### src/rtl/aer_phase_receiver.sv
// Clocked receiver for the AER phase-code generator: synchronises the
// four-phase Gray code, queues each accepted step and toggles ack back.
module aer_phase_receiver #(
    parameter int AW    = 8,
    parameter int DEPTH = 4,
    parameter int CW    = 16,
    localparam int PW   = $clog2(DEPTH),
    localparam int LW   = PW + 1
) (
    input  logic          clk,
    input  logic          reset,
    input  logic          bit0,
    input  logic          bit1,
    input  logic [AW-1:0] addr_in,
    output logic          ack,
    output logic          ev_valid,
    input  logic          ev_ready,
    output logic [AW-1:0] ev_addr,
    output logic [1:0]    ev_phase,
    output logic [LW-1:0] fifo_level,
    output logic [CW-1:0] event_count,
    output logic          err,
    input  logic          err_clr
);

    typedef enum logic [1:0] {
        IDLE = 2'd0,
        PUSH = 2'd1,
        HOLD = 2'd2
    } state_t;

    localparam logic [1:0] CODE_RST = 2'b01;

    state_t            state_q, state_d;
    logic [1:0]        code_s1_q, code_s1_d;
    logic [1:0]        code_s2_q, code_s2_d;
    logic [AW-1:0]     addr_s1_q, addr_s1_d;
    logic [AW-1:0]     addr_s2_q, addr_s2_d;
    logic [1:0]        last_code_q, last_code_d;
    logic [1:0]        new_code_q, new_code_d;
    logic              ack_q, ack_d;
    logic              err_q, err_d;
    logic [CW-1:0]     count_q, count_d;
    logic [PW-1:0]     wr_ptr_q, wr_ptr_d;
    logic [PW-1:0]     rd_ptr_q, rd_ptr_d;
    logic [LW-1:0]     level_q, level_d;
    logic [AW+1:0]     mem_q [DEPTH];
    logic [AW+1:0]     mem_d [DEPTH];
    logic              push;
    logic              pop;
    logic              full;

    function automatic logic [1:0] succ(input logic [1:0] c);
        logic [1:0] r;
        case (c)
            2'b01:   r = 2'b11;
            2'b11:   r = 2'b10;
            2'b10:   r = 2'b00;
            default: r = 2'b01;
        endcase
        return r;
    endfunction

    // Full uses the registered level, so a same-cycle pop cannot free a slot.
    assign full     = (level_q == LW'(DEPTH));
    assign ev_valid = (level_q != '0);
    assign pop      = ev_valid && ev_ready;

    always_comb begin
        code_s1_d   = {bit1, bit0};
        code_s2_d   = code_s1_q;
        addr_s1_d   = addr_in;
        addr_s2_d   = addr_s1_q;
        state_d     = state_q;
        last_code_d = last_code_q;
        new_code_d  = new_code_q;
        ack_d       = ack_q;
        err_d       = err_q & ~err_clr;
        count_d     = count_q;
        wr_ptr_d    = wr_ptr_q;
        rd_ptr_d    = rd_ptr_q;
        level_d     = level_q;
        mem_d       = mem_q;
        push        = 1'b0;

        case (state_q)
            IDLE: begin
                if (code_s2_q != last_code_q) begin
                    if (code_s2_q == succ(last_code_q)) begin
                        new_code_d = code_s2_q;
                        state_d    = PUSH;
                    end else begin
                        err_d       = 1'b1;
                        last_code_d = code_s2_q;
                    end
                end
            end
            PUSH: begin
                if (!full) begin
                    push        = 1'b1;
                    last_code_d = new_code_q;
                    ack_d       = ~ack_q;
                    count_d     = count_q + 1'b1;
                    state_d     = HOLD;
                end
            end
            HOLD: state_d = IDLE;
            default: state_d = IDLE;
        endcase

        if (push) begin
            mem_d[wr_ptr_q] = {new_code_q, addr_s2_q};
            wr_ptr_d        = wr_ptr_q + 1'b1;
        end
        if (pop) begin
            rd_ptr_d = rd_ptr_q + 1'b1;
        end
        if (push && !pop) begin
            level_d = level_q + 1'b1;
        end else if (pop && !push) begin
            level_d = level_q - 1'b1;
        end
    end

    always_ff @(posedge clk or posedge reset) begin
        if (reset) begin
            state_q     <= IDLE;
            code_s1_q   <= CODE_RST;
            code_s2_q   <= CODE_RST;
            addr_s1_q   <= '0;
            addr_s2_q   <= '0;
            last_code_q <= CODE_RST;
            new_code_q  <= CODE_RST;
            ack_q       <= 1'b0;
            err_q       <= 1'b0;
            count_q     <= '0;
            wr_ptr_q    <= '0;
            rd_ptr_q    <= '0;
            level_q     <= '0;
            for (int i = 0; i < DEPTH; i++) begin
                mem_q[i] <= '0;
            end
        end else begin
            state_q     <= state_d;
            code_s1_q   <= code_s1_d;
            code_s2_q   <= code_s2_d;
            addr_s1_q   <= addr_s1_d;
            addr_s2_q   <= addr_s2_d;
            last_code_q <= last_code_d;
            new_code_q  <= new_code_d;
            ack_q       <= ack_d;
            err_q       <= err_d;
            count_q     <= count_d;
            wr_ptr_q    <= wr_ptr_d;
            rd_ptr_q    <= rd_ptr_d;
            level_q     <= level_d;
            mem_q       <= mem_d;
        end
    end

    assign ack         = ack_q;
    assign err         = err_q;
    assign event_count = count_q;
    assign fifo_level  = level_q;
    assign ev_addr     = ev_valid ? mem_q[rd_ptr_q][AW-1:0] : '0;
    assign ev_phase    = ev_valid ? mem_q[rd_ptr_q][AW+1:AW] : 2'b00;

endmodule
### config.mk
export PLATFORM = sky130hd
export DESIGN_NAME = aer_phase_receiver
export DESIGN_NICKNAME = d
export VERILOG_FILES = /design/src/rtl/aer_phase_receiver.sv
export SDC_FILE = /design/constraint.sdc
export NUM_CORES = 1
export LEC_CHECK = 0
export ABC_AREA = 1
export CAP_MARGIN = 20
export CORE_ASPECT_RATIO = 0.7
export CORE_MARGIN = 2
export CORE_UTILIZATION = 40
export DETAILED_ROUTE_END_ITERATION = 8
export GPL_TIMING_DRIVEN = 0
export PLACE_DENSITY = 0.65
export SKIP_LAST_GASP = 1
export SYNTH_ARGS = -nofsm -noshare
export SYNTH_HDL_FRONTEND = slang
export SYNTH_SLANG_ARGS = --single-unit
### constraint.sdc
create_clock -name clk -period 2.8 [get_ports clk]
set_clock_uncertainty 0.2 [all_clocks]
set_input_delay 0.42 -clock clk [delete_from_list [all_inputs] [get_ports clk]]
set_output_delay 0.42 -clock clk [all_outputs]
set_load 0.005 [all_outputs]
Word-level counts from Yosys, hierarchy flattened --
Index checks and enable logic that the tools add are counted.
Operators by class: bitwise gates (word level) 6, equal/unequal tests 11, reduce and logical (&&, ||, !) cells 14, multiplexer cells 26, $add $sub $neg 5, magnitude comparators 3
Operator list (number):
- 40-bit bitwise mux | 1
- 10-bit 2-to-1 mux | 3
- 10-bit binary-select mux with 2-bit select | 1
- 10-bit demux with 2-bit select | 1
- 2-bit 2-to-1 mux | 9
- 16-bit by 1-bit adder with 16-bit output (second input constant) | 1
- 8-bit 2-to-1 mux | 1
- 2-bit inequality test (second input constant) | 4
- 2-bit one-hot mux with 2 select lines | 2
- 3-bit >= comparator (second input constant) | 2
- 3-bit 2-to-1 mux | 2
- 2-bit NOT with 3-bit output | 2
- 2-bit one-hot mux with 3 select lines | 1
- 3-bit AND reduction | 2
- 1-bit 2-to-1 mux | 5
- 2-bit by 1-bit adder with 2-bit output (second input constant) | 2
- 2-bit by 1-bit equality test with 1-bit output (second input constant) | 2
- 2-bit equality test (second input constant) | 2
- 1-bit logical AND | 4
- 4-bit AND reduction | 1
- 2-bit nonzero test | 2
- 3-bit by 1-bit adder with 3-bit output (second input constant) | 1
- 3-bit equality test (second input constant) | 1
- 3-bit by 1-bit < comparator with 1-bit output (second input constant) | 1
- 9 further kinds | 12
Storage, ports and cells: output and inout port bits 32, logic and storage cells 82, bits of input ports 14, register bits 91

Logic depth before layout (Yosys ltp) --
depth in word-level cells 8, gate-level depth with buffers 13, mapped depth without buffers 12

Worst setup path after synthesis --
OpenSTA, ideal clock, no wires.
path type flip-flop to flip-flop, start register level_q[0], in the netlist fifo_level[0], end register level_q[1], in the netlist fifo_level[1], path buffers 1, setup slack 0.602 ns, clock period less this slack 2.198 ns, library setup time 0.125 ns, data required time 2.475 ns, data arrival time 1.874 ns, stages on the path, launching flop included 10, cell sequence dfrtp_1 nor2_2 nand2_2 nand2_4 inv_8 buf_8 ha_1 inv_1 fa_1 mux2_2
Between the ends: elaborated cells on any way between the ends 14, classes of those cells add/sub (2); eq/ne (1); mux (4); reduce/logical (7)
RTL lines:
- start, declared | RTL line 46 | logic [LW-1:0] level_q, level_d;
- start signal, assigned | RTL line 156 | level_q <= level_d;
- 3-bit equality test | RTL line 65 | assign full = (level_q == LW'(DEPTH));
- 1-bit 2-to-1 mux | RTL line 99 | if (!full) begin
- 1-bit 2-to-1 mux | RTL line 86 | case (state_q)
- net push | RTL line 49 | logic push;
- 1-bit logical AND | RTL line 118 | if (push && !pop) begin
- 3-bit 2-to-1 mux | RTL line 118
- net level_d[1] | RTL line 46
The timed path passes the listed nets, and every way through them passes these cells. The select of a mux whose other input is x is not followed. A chain may end at the register's enable or synchronous reset.

Worst setup path after layout --
start register rd_ptr_q[1], end output ev_addr[3]
Between the ends: cells in the longest elaborated chain, start to end 5
Ends and longest elaborated chain:
- start, declared | RTL line 45 | logic [PW-1:0] rd_ptr_q, rd_ptr_d;
- start signal, assigned | RTL line 155 | rd_ptr_q <= rd_ptr_d;
- 2-bit NOT with 3-bit output (implied by the code) | RTL line 165 | assign ev_addr = ev_valid ? mem_q[rd_ptr_q][AW-1:0] : '0;
- 10-bit binary-select mux with 2-bit select | RTL line 165
- 10-bit 2-to-1 mux (2 in a row)
- 8-bit 2-to-1 mux | RTL line 165
- end, declared | RTL line 18 | output logic [AW-1:0] ev_addr,
No other way between the ends. The select of a mux whose other input is x is not followed.

==> results.json <==
{
  "status": "finished, final reports clean",
  "synth_top_family_by_area": "simple AND/OR/NAND/NOR gates",
  "endpoint_kind": "output port",
  "worst_pin_slew_ns": 0.594,
  "synth_seq_area_share_pct": 56.0,
  "grt_pass1_wl_mm": 14.9,
  "ys_warn_count": 0,
  "ys_seq_elements": 91,
  "synth_cell_type_count": 30,
  "clk_pin_slew_ns": 0.06,
  "area_delta_synth_final_pct": 25.5,
  "crit_required_ns": 2.18,
  "relSlewSlack_pct": 60.3,
  "final_common_cell": "nand2_1",
  "switching_share_pct": 34.6,
  "wl_per_cell_um": 14.1,
  "root_buffer": "clkbuf_16",
  "p_int_mw": 3.72,
  "syn_area_um2": 4070,
  "yosys.area_share.adder_pct": 2.33,
  "grt_overflow": 0,
  "crit_buf_inv": 2,
  "maxCapViolations": 0,
  "clock_power_share_pct": 25.5,
  "gr-usage-all-layers_pct": 17.4,
  "crit_path_end": "ev_addr[3]",
  "coreArea_um2": 9800,
  "start_util_pct": 41.6,
  "period_minus_slack_ns": 2.70,
  "grt_pass1_vias": 3047,
  "io_pins": 46,
  "synth_cells": 447,
  "antenna_cells": 0,
  "htreeDepth": 3,
  "ant_nets": 0,
  "setup_ws_ns": 0.0968,
  "finalWirelength_mm": 9.03,
  "finalHoldViolCount": 0,
  "hpwl_mm": 6.17,
  "clock_latency_ns": 0.34,
  "cp_slowest_cell": "clkdlybuf4s50_1",
  "layout-drive-gt1-share_pct": 12.5,
  "max-vdd-ir-drop_v": 0.000553,
  "yosys.area_share.simple_pct": 20.2,
  "seqPwrFrac_pct": 35.9,
  "critPathArrivalTime_ns": 2.08,
  "critical_path.top_delay_family": "buffers and inverters",
  "r2r_cells": 9,
  "num_vias": 3206,
  "muxShareOfSynthArea_pct": 0.276,
  "fmax_mhz": 370,
  "rows": 30,
  "rsz0062_at_grt": "false",
  "finalCritPeriodShare_pct": 96.5,
  "nFillCells": 873,
  "timing.final.max_slew_violations": 0,
  "layout_common_cells": "nand2_1 (110), dfrtp_1 (87), nor2_1 (57), clkdlybuf4s50_1 (45), o21ai_1 (35)",
  "timing.setup.tns_ns": 0,
  "cp_num_cells": 5,
  "netSwitchingPower_mw": 1.97,
  "p_per_area_nw_per_um2": 1110,
  "critPathLaunchType": "register",
  "setup.worst_path.class": "reg2out",
  "reg2reg_from": "fifo_level[0]$_DFFE_PP0P_",
  "path_cells": "clkbuf_1 -> nor2_1 -> o21ai_0 -> a21oi_1 -> clkdlybuf4s50_1",
  "die_area_um2": 11000,
  "firstDrtPassIters": 5,
  "gp_congestion": 0.817,
  "cts_num_sinks": 91,
  "postCtsSetupBuffers": 0,
  "power_leakage_nw": 2.34,
  "avgSynthCellArea_um2": 9.11,
  "dieWidth_um": 125,
  "r2r-end": "fifo_level[1]$_DFFE_PP0P_",
  "synth_xor_area_share_pct": 3.23,
  "comb_power_share_pct": 38.6,
  "die_h_um": 88.4,
  "synth_compound_area_share_pct": 10.6,
  "cp_max_fo": 10,
  "setup_viol": 0,
  "numCtsBuffers": 9,
  "cts_buffer_depth": 2,
  "route.detailed.drc": 0,
  "grt_max_degree": 40,
  "pre_cts_slack_ns": 0.396,
  "first_iter_violations": 227,
  "nets": 527,
  "cpPeakStageDelay_ns": 0.54,
  "viasPerCell": 5.02,
  "hold_class": "reg2reg",
  "syn_nets": 468,
  "antenna_found_initial": 0,
  "critPathLaunch": "rd_ptr_q[1]$_DFFE_PP0P_",
  "place.port_buffers": 45,
  "regToRegSetupSlack_ns": 0.46,
  "cts_tree": "yes"
}
[worst min path at each step]
stage                                        end                   start  depth (start not counted)  slack, ns
after floorplan           addr_s2_q[0]$_DFF_PP0_  addr_s1_q[0]$_DFF_PP0_                          0       0.13
after global placement    addr_s2_q[1]$_DFF_PP0_  addr_s1_q[1]$_DFF_PP0_                          0       0.13
after detailed placement  addr_s2_q[6]$_DFF_PP0_  addr_s1_q[6]$_DFF_PP0_                          0       0.13
after CTS                 addr_s2_q[6]$_DFF_PP0_  addr_s1_q[6]$_DFF_PP0_                          0       0.15
after global routing      addr_s2_q[6]$_DFF_PP0_  addr_s1_q[6]$_DFF_PP0_                          0       0.15
final                     addr_s2_q[5]$_DFF_PP0_  addr_s1_q[5]$_DFF_PP0_                          0       0.15
[timing repair]
item | 4_1_cts | 5_1_grt
resized for setup | 0 | 8
hold buffers | 0 | 0
endpoints found under the setup margin | 0 | 10
[metal layers]
| layer | global-route usage [%] | vias to the layer above | part of all wire (%) |
|---|---|---|---|
| met5 | 0 | - | 0 |
| met4 | 7.76 | 0 | 1.7 |
| met3 | 4.05 | 14 | 4.8 |
| met2 | 28.1 | 84 | 47 |
| met1 | 23.0 | 1564 | 46 |
| li1 | - | 1544 | - |
[registers in the layout, summed over array words and instances (netlist names)]
signal and count:
ack 1, addr_s1_q 8, addr_s2_q 8, code_s1_q 2, code_s2_q 2, err 1, event_count 16, fifo_level 3
last_code_q 2, mem_q 40, new_code_q 2, rd_ptr_q 2, state_q 2, wr_ptr_q 2
[power by group through the flow]
| stage | clock network (mW) | registers [mW] | logic, mW |
|---|---|---|---|
| 6_report | 1.45 | 2.04 | 2.20 |
| 5_1_grt | 1.54 | 2.09 | 2.46 |
| 4_1_cts | 1.48 | 2.03 | 2.18 |
| 3_5_place_dp | 0 | 2.05 | 2.15 |
| 3_3_place_gp | 0 | 2.03 | 2.09 |
| 2_1_floorplan | 0 | 1.99 | 1.36 |
[metrics by stage]
step	hold WS [ns]	instance area, µm²	std cells	total power [mW]	util (%)
6_report	0.147	5110	639	5.69	52.2
5_1_grt	0.151	5110	639	6.09	52.2
4_1_cts	0.148	5090	638	5.70	52.0
3_5_place_dp	0.135	4730	622	4.20	48.3
3_3_place_gp	0.133	4690	620	4.12	47.8
2_1_floorplan	0.131	4080	447	3.35	-
[synthesized netlist by cell type (all sizes together)]
cell type,count,area (µm²)
ha,6,75.1
buf,11,115
nand3,13,65.1
dfrtp,87,2180
xor2,8,70.1
xnor2,7,61.3
mux2,1,11.3
nand2,118,465
inv,37,146
nor2,60,243
fa,1,20.0
dfstp,4,105
clkbuf,4,25.0
a31oi,1,6.26
a21oi,11,55.1
nand4,8,50.1
clkinv,3,12.5
o21ai,67,369
[worst register-to-register path: stages (launching register included)]
cell	delay, ns
dfrtp_1	0.44
nor2_2	0.20
nand2_2	0.10
nand2_4	0.12
inv_8	0.06
buf_8	0.14
ha_1	0.19
inv_1	0.10
fa_1	0.41
mux2_2	0.26
[kinds of logic (layout without fill, tap and decap cells)]
| family | after synthesis | in the layout |
|---|---|---|
| AO/OA/AOI/OAI | 79 | 79 |
| XOR/XNOR | 15 | 15 |
| adder cells (fa/ha/maj) | 7 | 7 |
| buffers and inverters | 55 | 119 |
| flip-flops | 91 | 91 |
| multiplexers | 1 | 1 |
| AND/OR/NAND/NOR | 199 | 199 |
[cell type report]
class                      instances  area (µm²)  area share (%)
buffer                            15         143            2.79
inverter                          40         170            3.33
sequential                        91        2280            44.7
multi-input combinational        301        1490            29.2
timing repair inverter             1        7.51           0.147
clock inverter                     7         139            2.72
tap                              128         160            3.13
timing repair buffer              47         490            9.60
clock buffer                       9         225            4.41
No activity file was read; power rests on OpenSTA's default activity.
